File: src/rtl/ialu_decode.sv
// Registered RV64I/RV32I integer decode stage feeding the ALU. A main entry
// drives the outputs and a skid entry absorbs one extra beat so in_ready is a flop.
module ialu_decode #(
  parameter int DW = 64
) (
  input  logic          clk,
  input  logic          nreset,
  input  logic          flush,
  input  logic          in_valid,
  output logic          in_ready,
  input  logic [31:0]   in_instr,
  input  logic [DW-1:0] in_rs1,
  input  logic [DW-1:0] in_rs2,
  output logic          out_valid,
  input  logic          out_ready,
  output logic [DW-1:0] op_rs1,
  output logic [DW-1:0] op_rs2,
  output logic          de_add,
  output logic          de_sub,
  output logic          de_sll,
  output logic          de_srl,
  output logic          de_sra,
  output logic          de_and,
  output logic          de_or,
  output logic          de_xor,
  output logic          de_sltu,
  output logic          de_slt,
  output logic          de_sext,
  output logic [4:0]    de_rd,
  output logic          de_illegal
);

  // Handshake: a beat moves in on in_valid & in_ready and out on
  // out_valid & out_ready; flush drops everything and wins over both.

  localparam logic [10:0] C_ADD  = 11'b100_0000_0000;
  localparam logic [10:0] C_SUB  = 11'b010_0000_0000;
  localparam logic [10:0] C_SLL  = 11'b001_0000_0000;
  localparam logic [10:0] C_SRL  = 11'b000_1000_0000;
  localparam logic [10:0] C_SRA  = 11'b000_0100_0000;
  localparam logic [10:0] C_AND  = 11'b000_0010_0000;
  localparam logic [10:0] C_OR   = 11'b000_0001_0000;
  localparam logic [10:0] C_XOR  = 11'b000_0000_1000;
  localparam logic [10:0] C_SLTU = 11'b000_0000_0100;
  localparam logic [10:0] C_SLT  = 11'b000_0000_0010;
  localparam logic [10:0] C_SEXT = 11'b000_0000_0001;
  localparam logic        IS64   = (DW == 64);

  typedef struct packed {
    logic [DW-1:0] rs1;
    logic [DW-1:0] rs2;
    logic [10:0]   ctl;
    logic [4:0]    rd;
    logic          illegal;
  } entry_t;

  logic [6:0]  opc;
  logic [2:0]  f3;
  logic [6:0]  f7;
  logic [5:0]  hi6;
  logic [63:0] sx12_w;
  logic [63:0] shamt_w;
  logic [63:0] lui_w;
  logic [10:0] f3_ctl;
  logic        legal;
  entry_t      dec;

  assign opc     = in_instr[6:0];
  assign f3      = in_instr[14:12];
  assign f7      = in_instr[31:25];
  assign hi6     = in_instr[31:26];
  assign sx12_w  = {{52{in_instr[31]}}, in_instr[31:20]};
  assign shamt_w = {58'b0, in_instr[25:20]};
  assign lui_w   = {{32{in_instr[31]}}, in_instr[31:12], 12'b0};

  // Compares run through the subtractor, so slt/sltu also raise de_sub.
  always_comb begin
    f3_ctl = '0;
    case (f3)
      3'b000:  f3_ctl = C_ADD;
      3'b001:  f3_ctl = C_SLL;
      3'b010:  f3_ctl = C_SUB | C_SLT;
      3'b011:  f3_ctl = C_SUB | C_SLTU;
      3'b100:  f3_ctl = C_XOR;
      3'b101:  f3_ctl = C_SRL;
      3'b110:  f3_ctl = C_OR;
      default: f3_ctl = C_AND;
    endcase
  end

  always_comb begin
    legal       = 1'b0;
    dec.ctl     = '0;
    dec.rs1     = in_rs1;
    dec.rs2     = in_rs2;
    dec.rd      = in_instr[11:7];
    case (opc)
      7'b0110011: begin
        if (f7 == 7'b0000000) begin
          legal   = 1'b1;
          dec.ctl = f3_ctl;
        end else if (f7 == 7'b0100000 && f3 == 3'b000) begin
          legal   = 1'b1;
          dec.ctl = C_ADD | C_SUB;
        end else if (f7 == 7'b0100000 && f3 == 3'b101) begin
          legal   = 1'b1;
          dec.ctl = C_SRA;
        end
      end
      7'b0010011: begin
        if (f3 == 3'b001) begin
          legal   = (hi6 == 6'b000000) && (IS64 || !in_instr[25]);
          dec.ctl = C_SLL;
          dec.rs2 = shamt_w[DW-1:0];
        end else if (f3 == 3'b101) begin
          legal   = (hi6 == 6'b000000 || hi6 == 6'b010000) && (IS64 || !in_instr[25]);
          dec.ctl = in_instr[30] ? C_SRA : C_SRL;
          dec.rs2 = shamt_w[DW-1:0];
        end else begin
          legal   = 1'b1;
          dec.ctl = f3_ctl;
          dec.rs2 = sx12_w[DW-1:0];
        end
      end
      7'b0111011: begin
        if (IS64) begin
          if (f7 == 7'b0000000 && (f3 == 3'b000 || f3 == 3'b001 || f3 == 3'b101)) begin
            legal   = 1'b1;
            dec.ctl = f3_ctl | C_SEXT;
          end else if (f7 == 7'b0100000 && f3 == 3'b000) begin
            legal   = 1'b1;
            dec.ctl = C_ADD | C_SUB | C_SEXT;
          end else if (f7 == 7'b0100000 && f3 == 3'b101) begin
            legal   = 1'b1;
            dec.ctl = C_SRA | C_SEXT;
          end
        end
      end
      7'b0011011: begin
        if (IS64) begin
          if (f3 == 3'b000) begin
            legal   = 1'b1;
            dec.ctl = C_ADD | C_SEXT;
            dec.rs2 = sx12_w[DW-1:0];
          end else if (f3 == 3'b001) begin
            legal   = (f7 == 7'b0000000);
            dec.ctl = C_SLL | C_SEXT;
            dec.rs2 = shamt_w[DW-1:0];
          end else if (f3 == 3'b101) begin
            legal   = (f7 == 7'b0000000 || f7 == 7'b0100000);
            dec.ctl = (in_instr[30] ? C_SRA : C_SRL) | C_SEXT;
            dec.rs2 = shamt_w[DW-1:0];
          end
        end
      end
      7'b0110111: begin
        legal   = 1'b1;
        dec.ctl = C_ADD;
        dec.rs1 = '0;
        dec.rs2 = lui_w[DW-1:0];
      end
      default: legal = 1'b0;
    endcase
    // Illegal entries still travel down the pipe, with raw operands and no controls.
    if (!legal) begin
      dec.ctl = '0;
      dec.rs1 = in_rs1;
      dec.rs2 = in_rs2;
    end
    dec.illegal = !legal;
  end

  entry_t main_q, skid_q;
  logic   main_valid, skid_valid;
  logic   main_valid_n, skid_valid_n;
  logic   main_load_skid, main_load_in, skid_load;
  logic   accept, consume;

  assign accept  = in_valid & in_ready;
  assign consume = main_valid & out_ready;

  always_comb begin
    main_valid_n   = main_valid;
    skid_valid_n   = skid_valid;
    main_load_skid = 1'b0;
    main_load_in   = 1'b0;
    skid_load      = 1'b0;
    if (flush) begin
      main_valid_n = 1'b0;
      skid_valid_n = 1'b0;
    end else if (!main_valid || consume) begin
      if (skid_valid) begin
        main_load_skid = 1'b1;
        main_valid_n   = 1'b1;
        skid_valid_n   = 1'b0;
      end else if (accept) begin
        main_load_in = 1'b1;
        main_valid_n = 1'b1;
      end else begin
        main_valid_n = 1'b0;
      end
    end else if (accept) begin
      skid_load    = 1'b1;
      skid_valid_n = 1'b1;
    end
  end

  always_ff @(posedge clk or negedge nreset) begin
    if (!nreset) begin
      main_q     <= '0;
      skid_q     <= '0;
      main_valid <= 1'b0;
      skid_valid <= 1'b0;
      in_ready   <= 1'b1;
    end else begin
      main_valid <= main_valid_n;
      skid_valid <= skid_valid_n;
      in_ready   <= ~skid_valid_n;
      if (main_load_skid)    main_q <= skid_q;
      else if (main_load_in) main_q <= dec;
      if (skid_load)         skid_q <= dec;
    end
  end

  assign out_valid  = main_valid;
  assign op_rs1     = main_q.rs1;
  assign op_rs2     = main_q.rs2;
  assign de_rd      = main_q.rd;
  assign de_illegal = main_q.illegal;
  assign {de_add, de_sub, de_sll, de_srl, de_sra, de_and,
          de_or, de_xor, de_sltu, de_slt, de_sext} = main_q.ctl;

endmodule

File: config.mk
export PLATFORM = sky130hd
export DESIGN_NAME = ialu_decode
export DESIGN_NICKNAME = d
export VERILOG_FILES = /design/src/rtl/ialu_decode.sv
export SDC_FILE = /design/constraint.sdc
export NUM_CORES = 1
export LEC_CHECK = 0
export CORE_ASPECT_RATIO = 0.7
export CORE_MARGIN = 5
export CORE_UTILIZATION = 30
export DETAILED_ROUTE_END_ITERATION = 7
export PLACE_DENSITY = 0.52
export REMOVE_ABC_BUFFERS = 1
export SYNTH_ARGS = -nofsm -noshare
export SYNTH_HDL_FRONTEND = slang
export SYNTH_SLANG_ARGS = --single-unit
File: constraint.sdc
create_clock -name clk -period 3.55 [get_ports clk]
set_input_delay 0.5325 -clock clk [delete_from_list [all_inputs] [get_ports clk]]
set_output_delay 0.5325 -clock clk [all_outputs]
set_load 0.02 [all_outputs]
# Yosys cells after proc, flatten, opt, wreduce, memory -nomap -nowiden
# Cells that the tools add are included.
[op_classes]
eq_ne = 13
n_mux = 44
bitwise_logic = 3
n_reduce_logical = 15
[op_table]
columns = ["operator", "count"]
rows = [
  ["$mux 75", 5],
  ["$mux 145", 2],
  ["$pmux 64 s3", 1],
  ["$mux 139", 1],
  ["$pmux 11 s7", 1],
  ["$mux 64", 1],
  ["$pmux 11 s5", 1],
  ["$mux 11", 4],
  ["$eq 7x6->1 const B", 4],
  ["$mux 1", 24],
  ["$eq 7x5->1 const B", 2],
  ["$mux 7", 2],
  ["$eq 3x3->1 const B", 3],
  ["$mux 8", 1],
  ["$logic_not 7->1", 1],
  ["$eq 3x2->1 const B", 2],
  ["$eq 6x5->1 const B", 1],
  ["$logic_not 6->1", 1],
  ["$logic_or 1x1->1", 5],
  ["$pmux 1 s5", 1],
  ["$reduce_bool 2->1", 2],
  ["$eq 3x1->1 const B", 1],
  ["$logic_and 1x1->1", 3],
  ["$logic_not 3->1", 1],
  ["3 further kinds", 5],
]
[word_totals]
regBits = 293
word_cells = 88

# Longest topological paths before layout
[depth]
word_depth = 9
mapped_depth = 9

# Worst setup path after synthesis
# Ideal clock, no wire load.
[synth_timing]
path_type = "input port to flip-flop"
start = "in in_instr[25]"
end = "reg main_q (netlist bit de_srl)"
setup_ns = 0.073
t_arrival_ns = 2.387
t_required_ns = 3.477
path_slack_ns = 1.090
stages = 6
path_cell_list = "or4_4 -> nor4b_4 -> nand3_1 -> and3_4 -> or4_4 -> a21oi_2"
[synth_via]
elab_chain_len = 9
[synth_lines]
columns = ["element", "line_no", "rtl"]
rows = [
  ["from (decl)", "11", "input logic [31:0] in_instr,"],
  ["$eq 7x6->1 or $logic_not 7->1 (tied branches)", "-", ""],
  ["$logic_or 1x1->1 or $logic_and 1x1->1 (tied branches)", "150, 105, 133", ""],
  ["$mux 1, on equally long branches", "149, 105, 133", ""],
  ["$mux 1, on equally long branches", "145, 130", ""],
  ["$mux 1, on equally long branches", "141, 127, 99", ""],
  ["$pmux 1 s5", "97", "case (opc)"],
  ["$mux 139 *", "165", "if (!legal) begin"],
  ["$mux 145 *", "220", "else if (main_load_in) main_q <= dec;"],
  ["$mux 145 *", "219", "if (main_load_skid) main_q <= skid_q;"],
  ["to (signal assigned)", "219", ""],
  ["to (decl)", "173", "entry_t main_q, skid_q;"],
]
# Mark *: on every way between the ends. The rest lies on a longest branch, timed or not. The select of a mux whose other input is x is not followed.
# A chain may end at the register's enable or synchronous reset.

# Worst setup path in the final report
[layout_timing]
start = "in in_instr[14]"
end = "reg skid_q[74] (netlist name)"
[layout_via]
elab_chain_len = 7
[layout_lines]
columns = ["element", "line_no", "rtl"]
rows = [
  ["$eq 3x3->1 (tied with other cells)", "-", ""],
  ["$logic_and 1x1->1 or $logic_or 1x1->1 (tied branches)", "105, 133, 127", ""],
  ["$mux 1 or $logic_or 1x1->1 (tied branches)", "105, 133, 127", ""],
  ["$mux 1 or $logic_and 1x1->1 (tied branches)", "130, 127", ""],
  ["$mux 1, on equally long branches", "127, 99", ""],
  ["$pmux 1 s5", "97", ""],
  ["$mux 139 *", "165", ""],
  ["to (signal assigned)", "211", "skid_q <= '0;"],
  ["to (signal assigned)", "221", "if (skid_load) skid_q <= dec;"],
  ["to (decl)", "173", ""],
]
# Mark *: on every way between the ends. The rest lies on a longest branch, timed or not.

==> flow_summary.toml <==
[timing]
relSlewSlack_pct = 49.3
min_period_over_period_pct = 75.1
fin_worst_skew_ns = 0.0273
finalSetupViolations = 0
max_freq_mhz = 375
period_needed_ns = 2.67
final_max_slew_viol_count = 0
rsz0062_at_grt = "no"
tightest_slew_ns = 0.758
hold_viol_final = 0

[place]
place_hpwl_um = 29200
io_buffers = 311
dpl_cell_area_sq_um = 17200
routabilityCongestion = 0.820

[synthesis]
synth.yosys.seq_area_share_pct = 55.0
ys_warn_count = 0
netlist_area_sq_um = 13300
syn_inst = 1523
synth_cell_types = 56
async_flop_share_pct = 100
synth.avg_cell_area_sq_um = 8.75
synth_top_flop_cell = "dfrtp_1"
synth_enable_flop_cells = 0
ys_seq_elements = 293

[power]
max-vdd-ir-drop_mv = 0.417
leakage_uw = 0.00802
powerDensity_nw_per_um2 = 535

[floorplanning]
dieArea_sq_um = 48800
rows = 64
initial_utilization_pct = 30.4
fp.dieW_um = 262
coreArea_sq_um = 43800
ios = 312
chipHeight_um = 186

[finish]
regArea_sq_um = 7330
stdcell_area_sq_um = 18300
utilization_pct = 41.7
fillCellCount = 4335
antennaDiodeCount = 0
layout.cells.most_common = "nand2_1"
final_nets = 1948
layout_common_cells = "373 x nand2_1, 321 x o21ai_0, 310 x clkdlybuf4s50_1"
drive_gt1_share_pct = 6.98
area_growth_pct = 37.1
multiInputGateArea_sq_um = 5520

[global_route]
gr-usage-met3_pct = 3.76
grt_max_degree = 139
antenna_found_initial = 1
grt_pass1_wl_um = 70900
busiest_layer = "met1"
grtUsageMet2_pct = 26.2
grt_pass1_vias = 11800
overflow = 0
grt_util_all_layers_pct = 17.7
grtUsageMet1_pct = 27.2

[setup_path]
cp-end-kind = "register"
crit_required_ns = 4.03
critPathArrivalTime_ns = 3.15
crit_type = "primary input to register"
crit_path_start_kind = "primary input"
cp_max_fo = 12

[clocking]
cts-root-buf = "clkbuf_16"
cts_buffer_depth = 3
clk_transition_reported_paths_ns = 0.07
cts.sinks = 293
clk_latency_ns = 0.60
cts_buffers = 31
cts_tree = "built"
htreeDepth = 1

[detailed_routing]
drc = 0
ant_nets = 0
routed_via_density = 4.99
num_vias = 12000
first_pass_iters = 5
drt_iter0_markers = 820
wl_per_cell_um = 18.8
wl_um = 45100

[min_path]
min_path_type = "register to register"

[run]
drv_cap = 0

[outcome]
outcome = "complete, no violations"
## cell families (layout without fill, tap and decap cells)
group	after synthesis	count (layout)	share of synthesized area (%)
XOR/XNOR	1	1	0.0657
flip-flops	293	293	55.0
buffers and inverters	132	414	3.97
multiplexers	20	20	1.50
AO/OA/AOI/OAI	484	484	19.8
AND/OR/NAND/NOR	593	593	19.6
## synth_stat cells (13+ instances only)
library cell  number  area, sq um
a211o_1           18          158
a21oi_1           73          365
clkbuf_1         107          402
dfrtp_1          292         7310
mux2i_1           20          200
nand2_1          376         1410
nand3_1           13         65.1
nor2_1            52          195
nor3_1            74          370
o21ai_0          321         1610
o22ai_1           28          175
or3_1             37          231
## worst max-delay path, cell delays in order
cell and delay (ns):
clkdlybuf4s50_1 0.63, nor2b_1 0.31, nor3_1 0.08, o21ai_0 0.48
buf_4 0.26, and2_1 0.46, a21oi_1 0.18, o21ai_0 0.21
## cell type report
class,count,share of cell area (%)
sequential,293,40.1
multi-input combinational,1098,30.2
timing repair buffer,356,19.9
clock buffer,43,4.93
tap,594,4.07
clock inverter,12,0.705
inverter,3,0.0616
## metal layers
metal  share of wire (%)  routed length [um]
met5               0.040                  18
met4                 1.8                 799
met3                 6.4                2910
met2                  43               19500
met1                  48               21800
## per-stage QoR
step                hold slack (ns)  std cells  setup slack, ns  power (uW)  setup TNS [ns]
global route                  0.468       2399            0.617       10300               0
global placement              0.455       2343            0.416        6480               0
detailed placement            0.462       2343            0.358        6530               0
CTS                           0.453       2399            0.990        9910               0
floorplan                     0.237       1394            -2.40        5330         -419.19
finish                        0.471       2399            0.883        9780               0
## flip-flops by register name, summed over array words and instances, names as in the netlist, 5 cells and up
signal / count
op_rs2: 64
skid_q: 145
op_rs1: 64
de_rd: 5
## power breakdown
| part | switching (uW) | leakage [uW] | internal [uW] | total [uW] |
|---|---|---|---|---|
| combinational | 1130 | 0.00390 | 979 | 2110 |
| clock | 1420 | 0.000518 | 1910 | 3330 |
| sequential | 353 | 0.00359 | 3990 | 4340 |
| total | 2900 | 0.00802 | 6880 | 9780 |
## what timing repair did
action                                 CTS  global route
endpoints found under the hold margin   58             0
buffers inserted                         0             0
resized for setup                        0             0
hold buffers                             1             0
## final timing paths
| kind | start | end | slack [ns] | cells after the start |
|---|---|---|---|---|
| min in group asynchronous | nreset | skid_q[72]$_DFFE_PN0P_ | 0.56 | 2 |
| worst max register to register | in_ready$_DFF_PN1_ | op_rs2[4]$_DFFE_PN0P_ | 1.23 | 7 |
| worst max-delay path | in_instr[14] | skid_q[74]$_DFFE_PN0P_ | 0.88 | 8 |
| max in group asynchronous | nreset | skid_q[81]$_DFFE_PN0P_ | 2.13 | 3 |
| worst min-delay path | skid_q[30]$_DFFE_PN0P_ | skid_q[30]$_DFFE_PN0P_ | 0.47 | 2 |
| worst min register to register | skid_q[30]$_DFFE_PN0P_ | skid_q[30]$_DFFE_PN0P_ | 0.47 | 2 |
Power figures use the tool's default switching activity.
